## src/rtl/vga_timing_gen.sv

```systemverilog
// rtl/vga_timing_gen.sv - VGA raster timing generator with renderer latency alignment
//
// Divides clk down to a pixel tick, walks the horizontal/vertical raster
// counters, hands x/y to an external renderer and re-times blanking and
// sync so they line up with the colour that comes back RENDER_LAT clocks later.
//
// Ports:
//   clk, rst_n                        system clock, asynchronous active-low reset
//   x, y                              pixel coordinate to renderer (0 while blanked)
//   r, g, b                           renderer colour, valid RENDER_LAT clocks after x/y
//   vga_r, vga_g, vga_b               registered colour to DAC, forced to 0 in blanking
//   vga_hsync, vga_vsync              registered active-low syncs
//   de                                data enable, aligned with vga_r/g/b
//   frame_start                       one-clock pulse when counters wrap to (0,0)
module vga_timing_gen #(
   parameter int CLK_DIV    = 4,
   parameter int RENDER_LAT = 1,
   parameter int H_ACTIVE   = 640,
   parameter int H_FP       = 16,
   parameter int H_SYNC     = 96,
   parameter int H_BP       = 48,
   parameter int V_ACTIVE   = 480,
   parameter int V_FP       = 10,
   parameter int V_SYNC     = 2,
   parameter int V_BP       = 33
) (
   input  logic       clk,
   input  logic       rst_n,
   output logic [9:0] x,
   output logic [9:0] y,
   input  logic [7:0] r,
   input  logic [7:0] g,
   input  logic [7:0] b,
   output logic [7:0] vga_r,
   output logic [7:0] vga_g,
   output logic [7:0] vga_b,
   output logic       vga_hsync,
   output logic       vga_vsync,
   output logic       de,
   output logic       frame_start
);

   localparam int H_TOTAL = H_ACTIVE + H_FP + H_SYNC + H_BP;
   localparam int V_TOTAL = V_ACTIVE + V_FP + V_SYNC + V_BP;
   localparam int DIV_W   = (CLK_DIV > 1) ? $clog2(CLK_DIV) : 1;

   localparam logic [DIV_W-1:0] DIV_LAST = DIV_W'(CLK_DIV - 1);
   localparam logic [9:0] H_LAST     = 10'(H_TOTAL - 1);
   localparam logic [9:0] V_LAST     = 10'(V_TOTAL - 1);
   localparam logic [9:0] H_ACT      = 10'(H_ACTIVE);
   localparam logic [9:0] V_ACT      = 10'(V_ACTIVE);
   // Sync windows as [begin, end) ranges on the raw counters.
   localparam logic [9:0] H_SYNC_BEG = 10'(H_ACTIVE + H_FP);
   localparam logic [9:0] H_SYNC_END = 10'(H_ACTIVE + H_FP + H_SYNC);
   localparam logic [9:0] V_SYNC_BEG = 10'(V_ACTIVE + V_FP);
   localparam logic [9:0] V_SYNC_END = 10'(V_ACTIVE + V_FP + V_SYNC);

   logic [DIV_W-1:0] div_cnt;
   logic [9:0]       h_cnt;
   logic [9:0]       v_cnt;
   logic             tick;
   logic             h_wrap;
   logic             v_wrap;

   assign tick   = (div_cnt == DIV_LAST);
   assign h_wrap = (h_cnt == H_LAST);
   assign v_wrap = (v_cnt == V_LAST);

   // frame_start is registered on the same edge that loads (0,0) into the
   // counters, so it is high exactly while they first read (0,0). Coming
   // out of reset the counters already sit at (0,0) without a wrap, so no
   // pulse is produced for that first frame.
   always_ff @(posedge clk or negedge rst_n) begin
      if (!rst_n) begin
         div_cnt     <= '0;
         h_cnt       <= '0;
         v_cnt       <= '0;
         frame_start <= 1'b0;
      end else begin
         div_cnt     <= tick ? '0 : div_cnt + 1'b1;
         frame_start <= tick && h_wrap && v_wrap;
         if (tick) begin
            h_cnt <= h_wrap ? 10'd0 : h_cnt + 10'd1;
            if (h_wrap) begin
               v_cnt <= v_wrap ? 10'd0 : v_cnt + 10'd1;
            end
         end
      end
   end

   assign x = (h_cnt < H_ACT) ? h_cnt : 10'd0;
   assign y = (v_cnt < V_ACT) ? v_cnt : 10'd0;

   logic act_raw;
   logic hs_raw;
   logic vs_raw;

   assign act_raw = (h_cnt < H_ACT) && (v_cnt < V_ACT);
   assign hs_raw  = !((h_cnt >= H_SYNC_BEG) && (h_cnt < H_SYNC_END));
   assign vs_raw  = !((v_cnt >= V_SYNC_BEG) && (v_cnt < V_SYNC_END));

   // Timing flags travel through the same number of clocks as the renderer
   // takes, so the output register sees flags and colour for the same pixel.
   logic act_d;
   logic hs_d;
   logic vs_d;

   generate
      if (RENDER_LAT == 0) begin : g_direct
         assign act_d = act_raw;
         assign hs_d  = hs_raw;
         assign vs_d  = vs_raw;
      end else begin : g_delay
         logic [RENDER_LAT-1:0] act_sr;
         logic [RENDER_LAT-1:0] hs_sr;
         logic [RENDER_LAT-1:0] vs_sr;

         always_ff @(posedge clk or negedge rst_n) begin
            if (!rst_n) begin
               act_sr <= '0;
               hs_sr  <= '1;
               vs_sr  <= '1;
            end else begin
               act_sr <= (act_sr << 1) | RENDER_LAT'(act_raw);
               hs_sr  <= (hs_sr << 1) | RENDER_LAT'(hs_raw);
               vs_sr  <= (vs_sr << 1) | RENDER_LAT'(vs_raw);
            end
         end

         assign act_d = act_sr[RENDER_LAT-1];
         assign hs_d  = hs_sr[RENDER_LAT-1];
         assign vs_d  = vs_sr[RENDER_LAT-1];
      end
   endgenerate

   // Blanking wins over whatever the renderer drives outside the active area.
   always_ff @(posedge clk or negedge rst_n) begin
      if (!rst_n) begin
         de        <= 1'b0;
         vga_hsync <= 1'b1;
         vga_vsync <= 1'b1;
         vga_r     <= 8'd0;
         vga_g     <= 8'd0;
         vga_b     <= 8'd0;
      end else begin
         de        <= act_d;
         vga_hsync <= hs_d;
         vga_vsync <= vs_d;
         vga_r     <= act_d ? r : 8'd0;
         vga_g     <= act_d ? g : 8'd0;
         vga_b     <= act_d ? b : 8'd0;
      end
   end

endmodule

```

## config.mk

```make
export PLATFORM = sky130hd
export DESIGN_NAME = vga_timing_gen
export DESIGN_NICKNAME = d
export VERILOG_FILES = /design/src/rtl/vga_timing_gen.sv
export SDC_FILE = /design/constraint.sdc
export NUM_CORES = 1
export LEC_CHECK = 0
export ABC_AREA = 1
export CORE_ASPECT_RATIO = 2
export CORE_MARGIN = 2
export CORE_UTILIZATION = 50
export DETAILED_ROUTE_END_ITERATION = 10
export GPL_ROUTABILITY_DRIVEN = 1
export PLACE_DENSITY = 0.85
export REMOVE_ABC_BUFFERS = 1
export SYNTH_ARGS = -nofsm -noshare
export SYNTH_HDL_FRONTEND = slang
export SYNTH_SLANG_ARGS = --single-unit
```

## constraint.sdc

```tcl
create_clock -name clk -period 3.6 [get_ports clk]
set_clock_uncertainty 0.15 [all_clocks]
set_input_delay 1.08 -clock clk [delete_from_list [all_inputs] [get_ports clk]]
set_output_delay 1.08 -clock clk [all_outputs]
set_load 0.02 [all_outputs]
```

==> results of run 1 <==
## stage by stage
| step | util | setup WS [ns] | std cells | power, mW |
|---|---|---|---|---|
| 2_1_floorplan | - | 1.19 | 285 | 0.653 |
| 3_3_place_gp | 0.686 | 0.648 | 413 | 0.721 |
| 3_5_place_dp | 0.686 | 0.612 | 413 | 0.724 |
| 4_1_cts | 0.706 | 0.266 | 421 | 1.07 |
| 5_1_grt | 0.706 | 0.129 | 421 | 1.09 |
| 6_report | 0.706 | 0.262 | 421 | 1.05 |
## report_power, final
group	switching (mW)	leakage, nW	internal (mW)
clock network	0.203	0.0447	0.141
logic	0.0471	0.930	0.0511
registers	0.00381	0.646	0.609
total	0.253	1.62	0.800
## Yosys cell counts
library cell,instances
a21oi_1,1
buf_4,2
buf_6,1
clkbuf_1,2
conb_1,1
dfrtp_1,49
dfstp_2,4
ha_1,5
inv_1,61
nand2_1,74
nand2_2,1
nand3_1,11
nand4_1,4
nand4_2,2
nor2_1,40
nor2_2,3
nor2_4,1
nor3_1,10
nor3_2,1
o21ai_0,13
o21ai_2,1
o221ai_1,1
xor2_1,2
## logic make-up after synthesis
| logic type | after synthesis |
|---|---|
| buffers and inverters | 66 |
| xor gates and xnor gates | 2 |
| DFF | 53 |
| and+or+nand+nor | 147 |
| adders and majority gates | 5 |
| other | 1 |
| AOI/OAI and AO/OA | 16 |
## placed cells by master, fill, tap and decap left out, drive strengths merged
cell type	instances
a21oi	1
buf	2
clkbuf	5
clkdlybuf4s50	71
clkinv	1
clkinvlp	1
conb	1
dfrtp	49
dfstp	4
ha	5
inv	62
nand2	75
nand3	11
nand4	6
nor2	44
nor3	11
o21ai	14
o221ai	1
xor2	2
## worst paths after layout
| kind | start | endpoint |
|---|---|---|
| worst max-delay path | h_cnt[9]$_DFFE_PN0P_ | x[9] |
| worst min-delay path | g_delay.vs_sr$_DFF_PN1_ | vga_vsync$_DFF_PN1_ |
| worst max register to register | div_cnt[0]$_DFF_PN0_ | h_cnt[8]$_DFFE_PN0P_ |
| worst min register to register | g_delay.vs_sr$_DFF_PN1_ | vga_vsync$_DFF_PN1_ |
| max in group asynchronous | rst_n | h_cnt[8]$_DFFE_PN0P_ |
| min in group asynchronous | rst_n | v_cnt[8]$_DFFE_PN0P_ |
## worst max-delay path: stages (launching register included)
cell and delay (ns):
dfrtp_1 0.42, nand2_1 0.13, inv_1 0.10, nor2_2 0.33, inv_1 0.11, nor2_1 0.11, clkdlybuf4s50_1 0.61
## routing by layer
| metal | share of wire | vias to the layer above |
|---|---|---|
| met3 | 0.034 | 17 |
| met4 | 0.043 | 0 |
| met1 | 0.35 | 967 |
| met5 | 0 | - |
| met2 | 0.57 | 55 |
| li1 | - | 1014 |
## cell type report
cell class                 count  share of cell area
tap                           55              0.0212
sequential                    53               0.410
timing repair buffer          73               0.223
clock inverter                 3             0.00771
multi-input combinational    171               0.247
clock buffer                   5              0.0212
inverter                      61              0.0705
## flip-flops by register name, summed over array words and instances (netlist names)
name,count
act_d,1
div_cnt,2
vga_b,8
de,1
vga_r,8
v_cnt,10
vga_hsync,1
g_delay.hs_sr,1
vga_g,8
vga_vsync,1
frame_start,1
h_cnt,10
g_delay.vs_sr,1
==> impl_metrics.env, run 1 <==
export IMPL_yosysTopAreaCell="dfrtp_1"
export IMPL_initial_core_util=0.521
export IMPL_overflow=0
export IMPL_multi_input_area_um2=801
export IMPL_startpoint_type="flip-flop"
export IMPL_vias=2053
export IMPL_syn_area_per_cell_um2=8.26
export IMPL_hold_depth=0
export IMPL_met3_usage=0.0395
export IMPL_grt_pass1_wl_mm=8.74
export IMPL_p_per_area_nw_per_um2=325
export IMPL_antenna_found_initial=0
export IMPL_synth_simple_area_share=0.263
export IMPL_worst_slew_pin_slew_ns=0.720
export IMPL_clockBufferDepth=2
export IMPL_slew_violations=0
export IMPL_reg2reg_slack_ns=1.81
export IMPL_path_max_fanout=9
export IMPL_synth_top_area_frac=0.512
export IMPL_fin_crit_ns=3.34
export IMPL_rr_worst_depth=7
export IMPL_drv_cap=0
export IMPL_max_slew_margin_rel=0.520
export IMPL_routed_wl_mm=5.51
export IMPL_synth_compound_area_frac=0.0366
export IMPL_cts_htree_levels=2
export IMPL_drcViolationCount=0
export IMPL_grt_max_degree=30
export IMPL_synth_area_leaders="dfrtp_1, nand2_1, inv_1"
export IMPL_rows=35
export IMPL_cts_buffers=5
export IMPL_dr_pass1_iters=4
export IMPL_ctsRootBufferMaster="clkbuf_8"
export IMPL_grt_use_met2=0.398
export IMPL_synth_top_family_by_area="simple AND/OR/NAND/NOR gates"
export IMPL_drt_iter0_drc=39
export IMPL_hold_buffers=0
export IMPL_n_fill_cell=378
export IMPL_clkTransAtPathRegs_ns=0.11
export IMPL_ys_types=23
export IMPL_dieArea_um2=5390
export IMPL_fp_dieW_um=52.9
export IMPL_p_leak_nw=1.62
export IMPL_setup_tns_ns=0
export IMPL_yosys_warnings=0
export IMPL_cts_sink_count=53
export IMPL_drive_above_1_share=0.0628
export IMPL_synth_yosys_seq_area_share=0.556
export IMPL_worstPathRequired_ns=2.37
export IMPL_viasPerCell=4.88
export IMPL_die_height_um=102
export IMPL_wl_per_cell_um=13.1
export IMPL_finalCritPeriodShare=0.927
export IMPL_crit_type="reg2out"
export IMPL_cts_resized=0
export IMPL_io_pins=74
export IMPL_rsz0062_at_grt="false"
export IMPL_place_area_um2=3150
export IMPL_synthCells=290
export IMPL_groute_usage_overall=0.222
export IMPL_peakVddDrop_uv=338
export IMPL_synth_xor_area_frac=0.00731
export IMPL_grt_use_met1=0.236
export IMPL_portBuffers=72
export IMPL_syn_to_final_growth_pct=35.6
export IMPL_n_antenna_cell=0
export IMPL_core_area_um2=4600
export IMPL_finalInstanceArea_um2=3250
export IMPL_postCtsSetupBuffers=0
export IMPL_hp_class="reg2reg"
export IMPL_hold_slack_ns=0.213
export IMPL_crit_arrival_ns=2.11
export IMPL_final_nets=396
export IMPL_place_congestion=0.916
export IMPL_synth_adder_area_share=0.0261
export IMPL_seqCellArea_um2=1330
export IMPL_yosys_mux_area_fraction=0
export IMPL_grt_pass1_vias=1981
export IMPL_hold_viol=0
export IMPL_finalSetupViolCount=0
export IMPL_synth_seq_cells=53
export IMPL_ant_nets=0
export IMPL_end_kind="output port"
export IMPL_status="complete, no violations"
export IMPL_dp_hpwl_mm=4.30
export IMPL_cts_tree="built"
export IMPL_fmax_mhz=300
export IMPL_clk_insertion_delay_late_ns=0.32
export IMPL_grt_most_used_layer="met2"
export IMPL_netlist_area_um2=2390
(Power assumes the default switching activity.)
==> run 2, diff against run 1 <==
- HOLD_SLACK_MARGIN: not set -> 0.08
- SKIP_CTS_REPAIR_TIMING: not set -> 1
==> results of run 2 <==
Final layout, timing and power as in run 1 (identical DEF).
==> run 3, diff against run 2 <==
- REMOVE_ABC_BUFFERS: 1 -> not set
==> run 3 against run 2 <==
  * Worst hold slack better by 0.0030 ns
  * Clock power grew 24%
  * Sequential power about the same
  * First-iteration DRC count is 44% higher
  * Core utilization grew 0.71 points
  * Combinational power increased by 0.8%
  * Power grew 7.7%
  * Count of clock-buffer cells in the layout did not move
  * Cell count grew 0.24%
  * Highest routed layer unchanged
  * Critical endpoint unchanged
==> impl_metrics.env, run 3 (synthesis results as in run 1) <==
export IMPL_status="complete, no violations"
export IMPL_grt_pass1_wl_mm=9.05
export IMPL_final_common_cell="nand2_1"
export IMPL_n_fill_cell=363
export IMPL_syn_to_final_growth_pct=36.9
export IMPL_max_slew_margin_rel=0.514
export IMPL_power_internal_mw=0.874
export IMPL_drive_above_1_share=0.0654
export IMPL_initial_core_util=0.521
export IMPL_final_nets=397
export IMPL_rsz0062_at_grt="false"
export IMPL_finish_utilization=0.713
export IMPL_clk_insertion_delay_late_ns=0.31
export IMPL_setup_tns_ns=0
export IMPL_antenna_found_initial=0
export IMPL_crit_top_cell="inv_1"
export IMPL_crit_arrival_ns=2.13
export IMPL_slew_violations=0
export IMPL_dr_max_layer_used="met4"
export IMPL_routed_wl_mm=5.66
export IMPL_portBuffers=72
export IMPL_syn_num_nets=321
export IMPL_crit_chain="inv_1 > nor3_1 > nor2_2 > inv_1 > nor2_1 > clkdlybuf4s50_1"
export IMPL_rows=35
export IMPL_io_pins=74
export IMPL_top_regs="h_cnt x10, v_cnt x10"
export IMPL_die_height_um=102
export IMPL_fin_crit_ns=3.36
export IMPL_overflow=0
export IMPL_end_kind="output port"
export IMPL_power_switching_mw=0.262
export IMPL_slowest_delay_ns=0.61
export IMPL_dp_hpwl_mm=4.45
export IMPL_drcViolationCount=0
export IMPL_met3_length_um=177
export IMPL_ctsRootBufferMaster="clkbuf_8"
export IMPL_cts_htree_levels=2
export IMPL_wl_per_cell_um=13.4
export IMPL_startpoint_type="flip-flop"
export IMPL_core_area_um2=4600
export IMPL_worst_slew_pin_slew_ns=0.729
export IMPL_ant_nets=0
export IMPL_place_congestion=0.949
export IMPL_netSwitchingFraction=0.230
export IMPL_place_ws_ns=0.613
export IMPL_groute_usage_overall=0.233
export IMPL_cts_tree="built"
export IMPL_drt_iter0_drc=56
export IMPL_finalCritPeriodShare=0.933
export IMPL_clockBufferDepth=2
export IMPL_worstPathRequired_ns=2.37
export IMPL_crit_type="reg2out"
export IMPL_fp_dieW_um=52.9
export IMPL_p_clk_frac=0.374
export IMPL_met2_length_mm=3.24
export IMPL_peakVddDrop_uv=392
export IMPL_cts_buffers=5
export IMPL_grt_pass1_vias=2079
export IMPL_final_cell_mix="nand2_1, clkdlybuf4s50_1, inv_1, dfrtp_1, nor2_1"
export IMPL_dieArea_um2=5390
export IMPL_dr_pass1_iters=5
export IMPL_setup_ws_ns=0.243
export IMPL_placedCellCount=414
export IMPL_cp_top_family="buffers and inverters"
export IMPL_vias=2067
export IMPL_viasPerCell=4.90
export IMPL_finalInstanceArea_um2=3280
export IMPL_instances_no_fill=422
export IMPL_grt_max_degree=26
export IMPL_path_max_fanout=9
export IMPL_critPathBufInv=3
export IMPL_p_leak_nw=1.64
export IMPL_n_antenna_cell=0
export IMPL_p_per_area_nw_per_um2=346
export IMPL_critPathSlowestCell="clkdlybuf4s50_1"
export IMPL_drv_cap=0
export IMPL_cts_sink_count=53
export IMPL_clkTransAtPathRegs_ns=0.10
export IMPL_pwr_share_seq=0.539
export IMPL_wl_met1_mm=1.98
export IMPL_finalSetupViolCount=0
export IMPL_hold_viol=0
export IMPL_place_area_um2=3160
export IMPL_power_frac_comb=0.087
export IMPL_hp_class="reg2reg"
export IMPL_fmax_mhz=298
-- run 3: area by class of cell --
cell class	count	area, um^2	area share
flip-flops and latches	53	1330	0.406
multi-input cells	171	801	0.244
repair buffers	74	731	0.223
clock buffers	5	68.8	0.0210
clock inverters	3	50.0	0.0153
well taps	55	68.8	0.0210
inverters	61	229	0.0698
-- run 3: worst paths after layout --
path,start,endpoint,slack [ns],cells past startpoint
setup / recovery,h_cnt[7]$_DFFE_PN0P_,x[9],0.24,6
hold / removal,g_delay.hs_sr$_DFF_PN1_,vga_hsync$_DFF_PN1_,0.22,0
setup reg to reg,div_cnt[0]$_DFF_PN0_,h_cnt[8]$_DFFE_PN0P_,1.81,7
hold reg to reg,g_delay.hs_sr$_DFF_PN1_,vga_hsync$_DFF_PN1_,0.22,0
max in group asynchronous,rst_n,g_delay.hs_sr$_DFF_PN1_,2.22,2
min in group asynchronous,rst_n,vga_g[1]$_DFF_PN0_,0.47,1
-- run 3: metrics by stage --
stage | power (mW) | hold slack, ns
after global routing | 1.17 | 0.217
after CTS | 1.14 | 0.216
after detailed placement | 0.724 | 0.205
after floorplan | 0.654 | 0.195
final | 1.14 | 0.216
after global placement | 0.721 | 0.196
-- run 3: metal layers --
metal / GRT usage / vias to the layer above
met3: 0.0380 / 21
met4: 0.132 / 0
met1: 0.235 / 965
li1: - / 1015
met5: 0 / -
met2: 0.431 / 66
-- run 3: power groups by stage --
stage          Clock [mW]  Sequential, mW  Combinational (mW)
6_report            0.424           0.612              0.0990
2_1_floorplan           0           0.642              0.0115
5_1_grt             0.446           0.613               0.106
3_5_place_dp            0           0.624               0.100
3_3_place_gp            0           0.623              0.0982
4_1_cts             0.431           0.612               0.101
